--- src/rtl/telemetry_frame_tx.sv ---
// Telemetry frame formatter: snapshots sensor registers and streams a 15-byte
// ASCII-hex frame to a UART transmitter through its start/busy handshake.
module telemetry_frame_tx #(
  parameter int unsigned FRAME_PERIOD   = 32768,
  parameter bit          ONLY_ON_CHANGE = 1'b0
) (
  input  logic        clk,
  input  logic        rst,
  input  logic [11:0] enc1_pos,
  input  logic [11:0] enc2_pos,
  input  logic [7:0]  temperature,
  input  logic [7:0]  bill_count,
  input  logic        force_send,
  input  logic        tx_busy,
  output logic        tx_start,
  output logic [7:0]  tx_data,
  output logic        frame_active,
  output logic [15:0] frame_count
);

  typedef enum logic [2:0] {
    S_IDLE,
    S_SNAP,
    S_LOAD,
    S_START,
    S_GUARD,
    S_WAIT,
    S_DONE
  } state_t;

  localparam logic [23:0] CNT_LAST = 24'(FRAME_PERIOD - 1);
  localparam logic [3:0]  IDX_LAST = 4'd14;

  state_t      state_q, state_d;
  logic [23:0] cnt_q, cnt_d;
  logic        pending_q, pending_d;
  logic [39:0] snap_q, snap_d;
  logic [39:0] last_q, last_d;
  logic [3:0]  idx_q, idx_d;
  logic [7:0]  tx_data_q, tx_data_d;
  logic        frame_active_q, frame_active_d;
  logic [15:0] frame_count_q, frame_count_d;

  logic [39:0] live;
  logic        tick;
  logic        req;
  logic [7:0]  cur_byte;

  assign live = {enc1_pos, enc2_pos, temperature, bill_count};

  function automatic logic [7:0] hex_char(input logic [3:0] n);
    return (n < 4'd10) ? (8'h30 + {4'h0, n}) : (8'h37 + {4'h0, n});
  endfunction

  // Snapshot layout: [39:28] enc1, [27:16] enc2, [15:8] temperature, [7:0] bill.
  always_comb begin
    cur_byte = 8'h20;
    case (idx_q)
      4'd0:    cur_byte = hex_char(snap_q[39:36]);
      4'd1:    cur_byte = hex_char(snap_q[35:32]);
      4'd2:    cur_byte = hex_char(snap_q[31:28]);
      4'd4:    cur_byte = hex_char(snap_q[27:24]);
      4'd5:    cur_byte = hex_char(snap_q[23:20]);
      4'd6:    cur_byte = hex_char(snap_q[19:16]);
      4'd8:    cur_byte = hex_char(snap_q[15:12]);
      4'd9:    cur_byte = hex_char(snap_q[11:8]);
      4'd11:   cur_byte = hex_char(snap_q[7:4]);
      4'd12:   cur_byte = hex_char(snap_q[3:0]);
      4'd13:   cur_byte = 8'h0D;
      4'd14:   cur_byte = 8'h0A;
      default: cur_byte = 8'h20;
    endcase
  end

  always_comb begin
    state_d        = state_q;
    cnt_d          = cnt_q + 24'd1;
    pending_d      = pending_q;
    snap_d         = snap_q;
    last_d         = last_q;
    idx_d          = idx_q;
    tx_data_d      = tx_data_q;
    frame_active_d = frame_active_q;
    frame_count_d  = frame_count_q;
    tx_start       = 1'b0;

    tick = (cnt_q == CNT_LAST);
    if (tick) cnt_d = '0;

    req = force_send | (tick & (!ONLY_ON_CHANGE || (live != last_q)));
    // A request landing on the IDLE->SNAP cycle stays queued for the next frame.
    if (state_q == S_IDLE && pending_q) pending_d = req;
    else                                pending_d = pending_q | req;

    case (state_q)
      S_IDLE: if (pending_q) state_d = S_SNAP;
      S_SNAP: begin
        snap_d         = live;
        last_d         = live;
        idx_d          = '0;
        frame_active_d = 1'b1;
        state_d        = S_LOAD;
      end
      S_LOAD: begin
        tx_data_d = cur_byte;
        state_d   = S_START;
      end
      S_START: if (!tx_busy) begin
        tx_start = 1'b1;
        state_d  = S_GUARD;
      end
      S_GUARD: state_d = S_WAIT;
      S_WAIT: if (!tx_busy) begin
        if (idx_q == IDX_LAST) begin
          state_d = S_DONE;
        end else begin
          idx_d   = idx_q + 4'd1;
          state_d = S_LOAD;
        end
      end
      S_DONE: begin
        frame_count_d  = frame_count_q + 16'd1;
        frame_active_d = 1'b0;
        state_d        = S_IDLE;
      end
      default: state_d = S_IDLE;
    endcase
  end

  always_ff @(posedge clk or posedge rst) begin
    if (rst) begin
      state_q        <= S_IDLE;
      cnt_q          <= '0;
      pending_q      <= 1'b0;
      snap_q         <= '0;
      last_q         <= '0;
      idx_q          <= '0;
      tx_data_q      <= '0;
      frame_active_q <= 1'b0;
      frame_count_q  <= '0;
    end else begin
      state_q        <= state_d;
      cnt_q          <= cnt_d;
      pending_q      <= pending_d;
      snap_q         <= snap_d;
      last_q         <= last_d;
      idx_q          <= idx_d;
      tx_data_q      <= tx_data_d;
      frame_active_q <= frame_active_d;
      frame_count_q  <= frame_count_d;
    end
  end

  assign tx_data      = tx_data_q;
  assign frame_active = frame_active_q;
  assign frame_count  = frame_count_q;

endmodule

--- config.mk ---
export PLATFORM = sky130hd
export DESIGN_NAME = telemetry_frame_tx
export DESIGN_NICKNAME = d
export VERILOG_FILES = /design/src/rtl/telemetry_frame_tx.sv
export SDC_FILE = /design/constraint.sdc
export NUM_CORES = 1
export LEC_CHECK = 0
export CAP_MARGIN = 10
export CORE_MARGIN = 2
export CORE_UTILIZATION = 50
export CTS_CLUSTER_DIAMETER = 150
export DETAILED_ROUTE_END_ITERATION = 7
export PLACE_DENSITY = 0.84
export SYNTH_ARGS = -nofsm -noshare
export SYNTH_HDL_FRONTEND = slang
export SYNTH_SLANG_ARGS = --single-unit
--- constraint.sdc ---
create_clock -name clk -period 4.3 [get_ports clk]
set_input_delay 0.86 -clock clk [delete_from_list [all_inputs] [get_ports clk]]
set_output_delay 0.86 -clock clk [all_outputs]
set_load 0.01 [all_outputs]
==> impl_summary.md <==
Status
The run finished with clean final reports.

Yosys
The count of distinct cell types in the synthesized netlist is 55. Synthesis handed over a netlist of 548 instances. The async set-reset flop share out of synthesis is 1.000. The share of synthesized area in the top cell type comes to 0.4490. The count of warnings emitted by yosys is 0. The area of the mapped netlist is 0.005350 sq mm.

The number of nets in the synthesized netlist is 608. The share of the Yosys chip area taken by registers is 0.4490. The most used flip-flop cell after synthesis is dfrtp_1. The mean instance size in the synthesized netlist is 9.763 sq um. By area the synthesized netlist is led by dfrtp_1 (45%), xnor2_1 (5.4%), mux2_2 (5.3%). The cell taking the most area after synthesis is dfrtp_1. The post-synthesis register bit count is 96. The number of flops mapped to enable cells by yosys is 0.

Clock network
The clock-pin slew of the registers on the worst-case setup and hold paths is 0.10 ns. The CTS root buffer is clkbuf_8. The hold buffer count at CTS is 0. The CTS tree is yes. The number of levels in the clock H-tree is 3. The post-CTS setup repair buffer count is 0. The maximum clock insertion buffer count is 2.

The clock net in this run drives a total of 96 sinks. Gates resized during post-CTS repair numbered 0. The clock latency at the later pin of the worst-skew pair is 0.38 ns. The number of clock buffers added by TritonCTS is 9.

Timing
The worst pin sits at a relative slew slack of 0.4513. The fmax is 0.3013 GHz. The count of final max-slew check failures was 0.

The total of endpoints with negative setup slack in the final report is 0. The largest clock skew in the final design is 0.01290 ns. For the pin with the worst max-slew slack, the measured transition is 0.8221 ns. The final critical delay including setup and external delays is 3.319 ns.

Setup repair after global routing left no endpoint under its margin. The period utilization is 0.7718. The total count of hold-check failures in the final report is 0.

The final-layout setup total negative slack is 0 ns.

Critical path
The signal on the critical path passes through clkdlybuf4s50_1, nor4bb_1, clkdlybuf4s50_1. The worst register-to-register path ends at snap_q[38]$_DFFE_PP0N_. The critical path is of the input pin to output pin type. The cell repeated most along the worst path is clkdlybuf4s50_1. On the worst path, the slowest cell contributes a delay of 0.63 ns. The worst endpoint data arrival time is 2.46 ns. The worst register-to-register path begins at state_q[1]$_DFFE_PP0P_. The largest delay contributor family on the critical path is buffers and inverters. The critical path launch point type is an input pin.

Across all register-to-register paths, the minimum setup slack is 1.97 ns. At the worst endpoint, the required time is 3.44 ns. The number of buffers and inverters on the critical path is 2. The number of cell instances on the worst register-to-register path is 5. The cell type of the slowest stage on the worst timing path is clkdlybuf4s50_1.

Of all nets on the critical path, the largest fanout is 7. The endpoint class of the critical path is an output pin.

Place
The cell area reported after detailed placement is 0.006153 sq mm. Summed over all nets, the half-perimeter wirelength after detailed placement is 9.321 mm. At the end of routability-driven placement, the weighted congestion stood at 0.9405.

The number of port buffers is 68.

Drt
The post-detailed-routing wire length is 12.71 mm. The detailed router's first-iteration violation count is 306. The per-cell routed wire length is 16.88 microns.

The number of antenna-violating nets in the routed design is 0. The number of detailed-routing iterations run before antenna repair is 5. For this run, design rule violations remaining after detail routing come to 0. The final route contains 4444 vias. Using the TritonRoute via totals, the vias-per-cell ratio works out to 5.902.

Worst hold path
In this run the most critical hold path is launched from frame_count[15]$_DFFE_PP0N_. The class of the most critical hold timing path is register to register. The worst hold endpoint is frame_count[15]$_DFFE_PP0N_. The number of instances on the worst hold path is 1.

Cells and area
The fraction of final layout cells with drive strength greater than 1 is 0.08914. The library cells used most frequently in the layout, excluding fill and tap cells, are dfrtp_1 (96), clkdlybuf4s50_1 (68), nand2_1 (61), o21ai_0 (51), xnor2_1 (33). The final antenna diode count is 0. The layout has 846 filler cells. Compared with the post-synthesis result, the final layout area differs by 18.52%. Once layout is done, the placed cells without fillers occupy 0.006341 sq mm.

At the end of the flow, the number of nets in the layout was 672. Leaving out fill and tap cells, the most frequent cell in the layout is dfrtp_1.

Floorplan
The area inside the core boundary is 0.01037 sq mm. In this run the vertical extent of the chip is 107.4 microns. The die covers 0.01154 sq mm. Pin placement for this block handled 70 I/O pins.

The initial core utilization is 0.5159. The die outline width is 107.4 microns. The count of standard-cell rows is 37.

Global route
The leftover overflow at the end of global routing is 0. The aggregate global-route resource usage is 0.2333. The via count of the first global-routing pass is 4346. The global-route wire length before repair is 21.07 mm.

Entering global routing, the biggest net connects 50 pins. The initial antenna violation count is 0.

Power
Power spread over the standard cell area amounts to 577.5 mW/mm^2. Across the VDD grid, the largest voltage drop is 0.0003382 V. In this run the static leakage power is 2.650 nW.

Job
The max-cap violation count is 0.
[worst max path at each step]
stage             from            endpoint  slack, ns  depth (start not counted)
3_3_place_gp   tx_busy            tx_start       1.10                          3
4_1_cts        tx_busy            tx_start       1.01                          3
2_1_floorplan      rst  cnt_q[0]$_DFF_PP0_       0.93                          1
6_report       tx_busy            tx_start       0.98                          3
5_1_grt        tx_busy            tx_start       0.89                          3
3_5_place_dp   tx_busy            tx_start       1.04                          3
[logic make-up (layout without fill, tap and decap cells)]
kind of cell,count (synthesis),count (layout),synth area share
flops,96,96,0.4490
fa+ha+maj,16,16,0.03742
simple gates,186,186,0.1962
mux,25,25,0.05262
other cells,1,1,0.0007009
buf+inv,46,115,0.03555
compound gates,133,133,0.1548
xor+xnor,45,45,0.07367
[Yosys cell counts, types with 2 or more instances]
library cell	count
a221oi_1	4
a22oi_1	5
and4b_1	9
nor3b_1	3
mux2_2	25
or3_1	3
nor3_1	5
nand4_2	2
a31oi_1	4
nand3_1	14
nand2b_1	3
o31ai_1	3
nor3_2	2
inv_1	29
a22o_1	2
nor2b_1	12
nor4_1	4
nand4_1	11
a211o_1	3
xor2_1	12
nor4b_1	6
xnor2_1	33
ha_1	16
a21oi_1	24
and4_1	3
nor2_2	2
and3b_1	2
nor2_1	26
o211ai_1	4
dfrtp_1	96
o22ai_1	12
nand3b_1	6
a21o_1	3
a211oi_1	8
clkbuf_1	7
o21ai_0	51
buf_4	2
and3_1	8
nand2_1	61
buf_2	8
[where the power goes]
group	leakage, nW	switching [mW]	internal [mW]
Sequential	1.22	0.338	1.17
Clock	0.101	0.325	0.246
Combinational	1.33	0.830	0.754
Total	2.65	1.49	2.17
[registers in the layout, summed over array words and instances, names as in the netlist]
name	flops
state_q	3
pending_q	1
idx_q	4
frame_count	16
tx_data	7
cnt_q	24
snap_q	40
frame_active	1
[per-stage QoR]
stage          utilization  worst slack [ns]  cells  hold slack, ns  total power, mW
6_report            0.6115            0.9813    753          0.4784            3.662
5_1_grt             0.6115            0.8887    753          0.4920            3.944
4_1_cts             0.6115             1.012    753          0.4770            3.666
3_5_place_dp        0.5934             1.041    737          0.4609            3.084
3_3_place_gp        0.5934             1.101    737          0.4558            3.014
2_1_floorplan            -            0.9346    548          0.4413            2.585
[layout make-up]
cell class / instances / area [sq um] / area share
Timing Repair Buffer: 70 / 708.2 / 0.1117
Clock buffer: 11 / 151.4 / 0.02388
Sequential cell: 96 / 2402 / 0.3788
Tap cell: 136 / 170.2 / 0.02684
Multi-Input combinational cell: 406 / 2763 / 0.4357
Inverter: 29 / 110.1 / 0.01736
Clock inverter: 5 / 36.28 / 0.005722
[routing by layer]
metal / vias to the layer above / share of wire / track usage
li1: 2106 / - / -
met1: 2171 / 0.44 / 0.3070
met2: 147 / 0.48 / 0.3834
met3: 20 / 0.063 / 0.04722
met4: 0 / 0.017 / 0.08425
met5: - / 0 / 0
No activity file was read; power rests on OpenSTA's default activity.
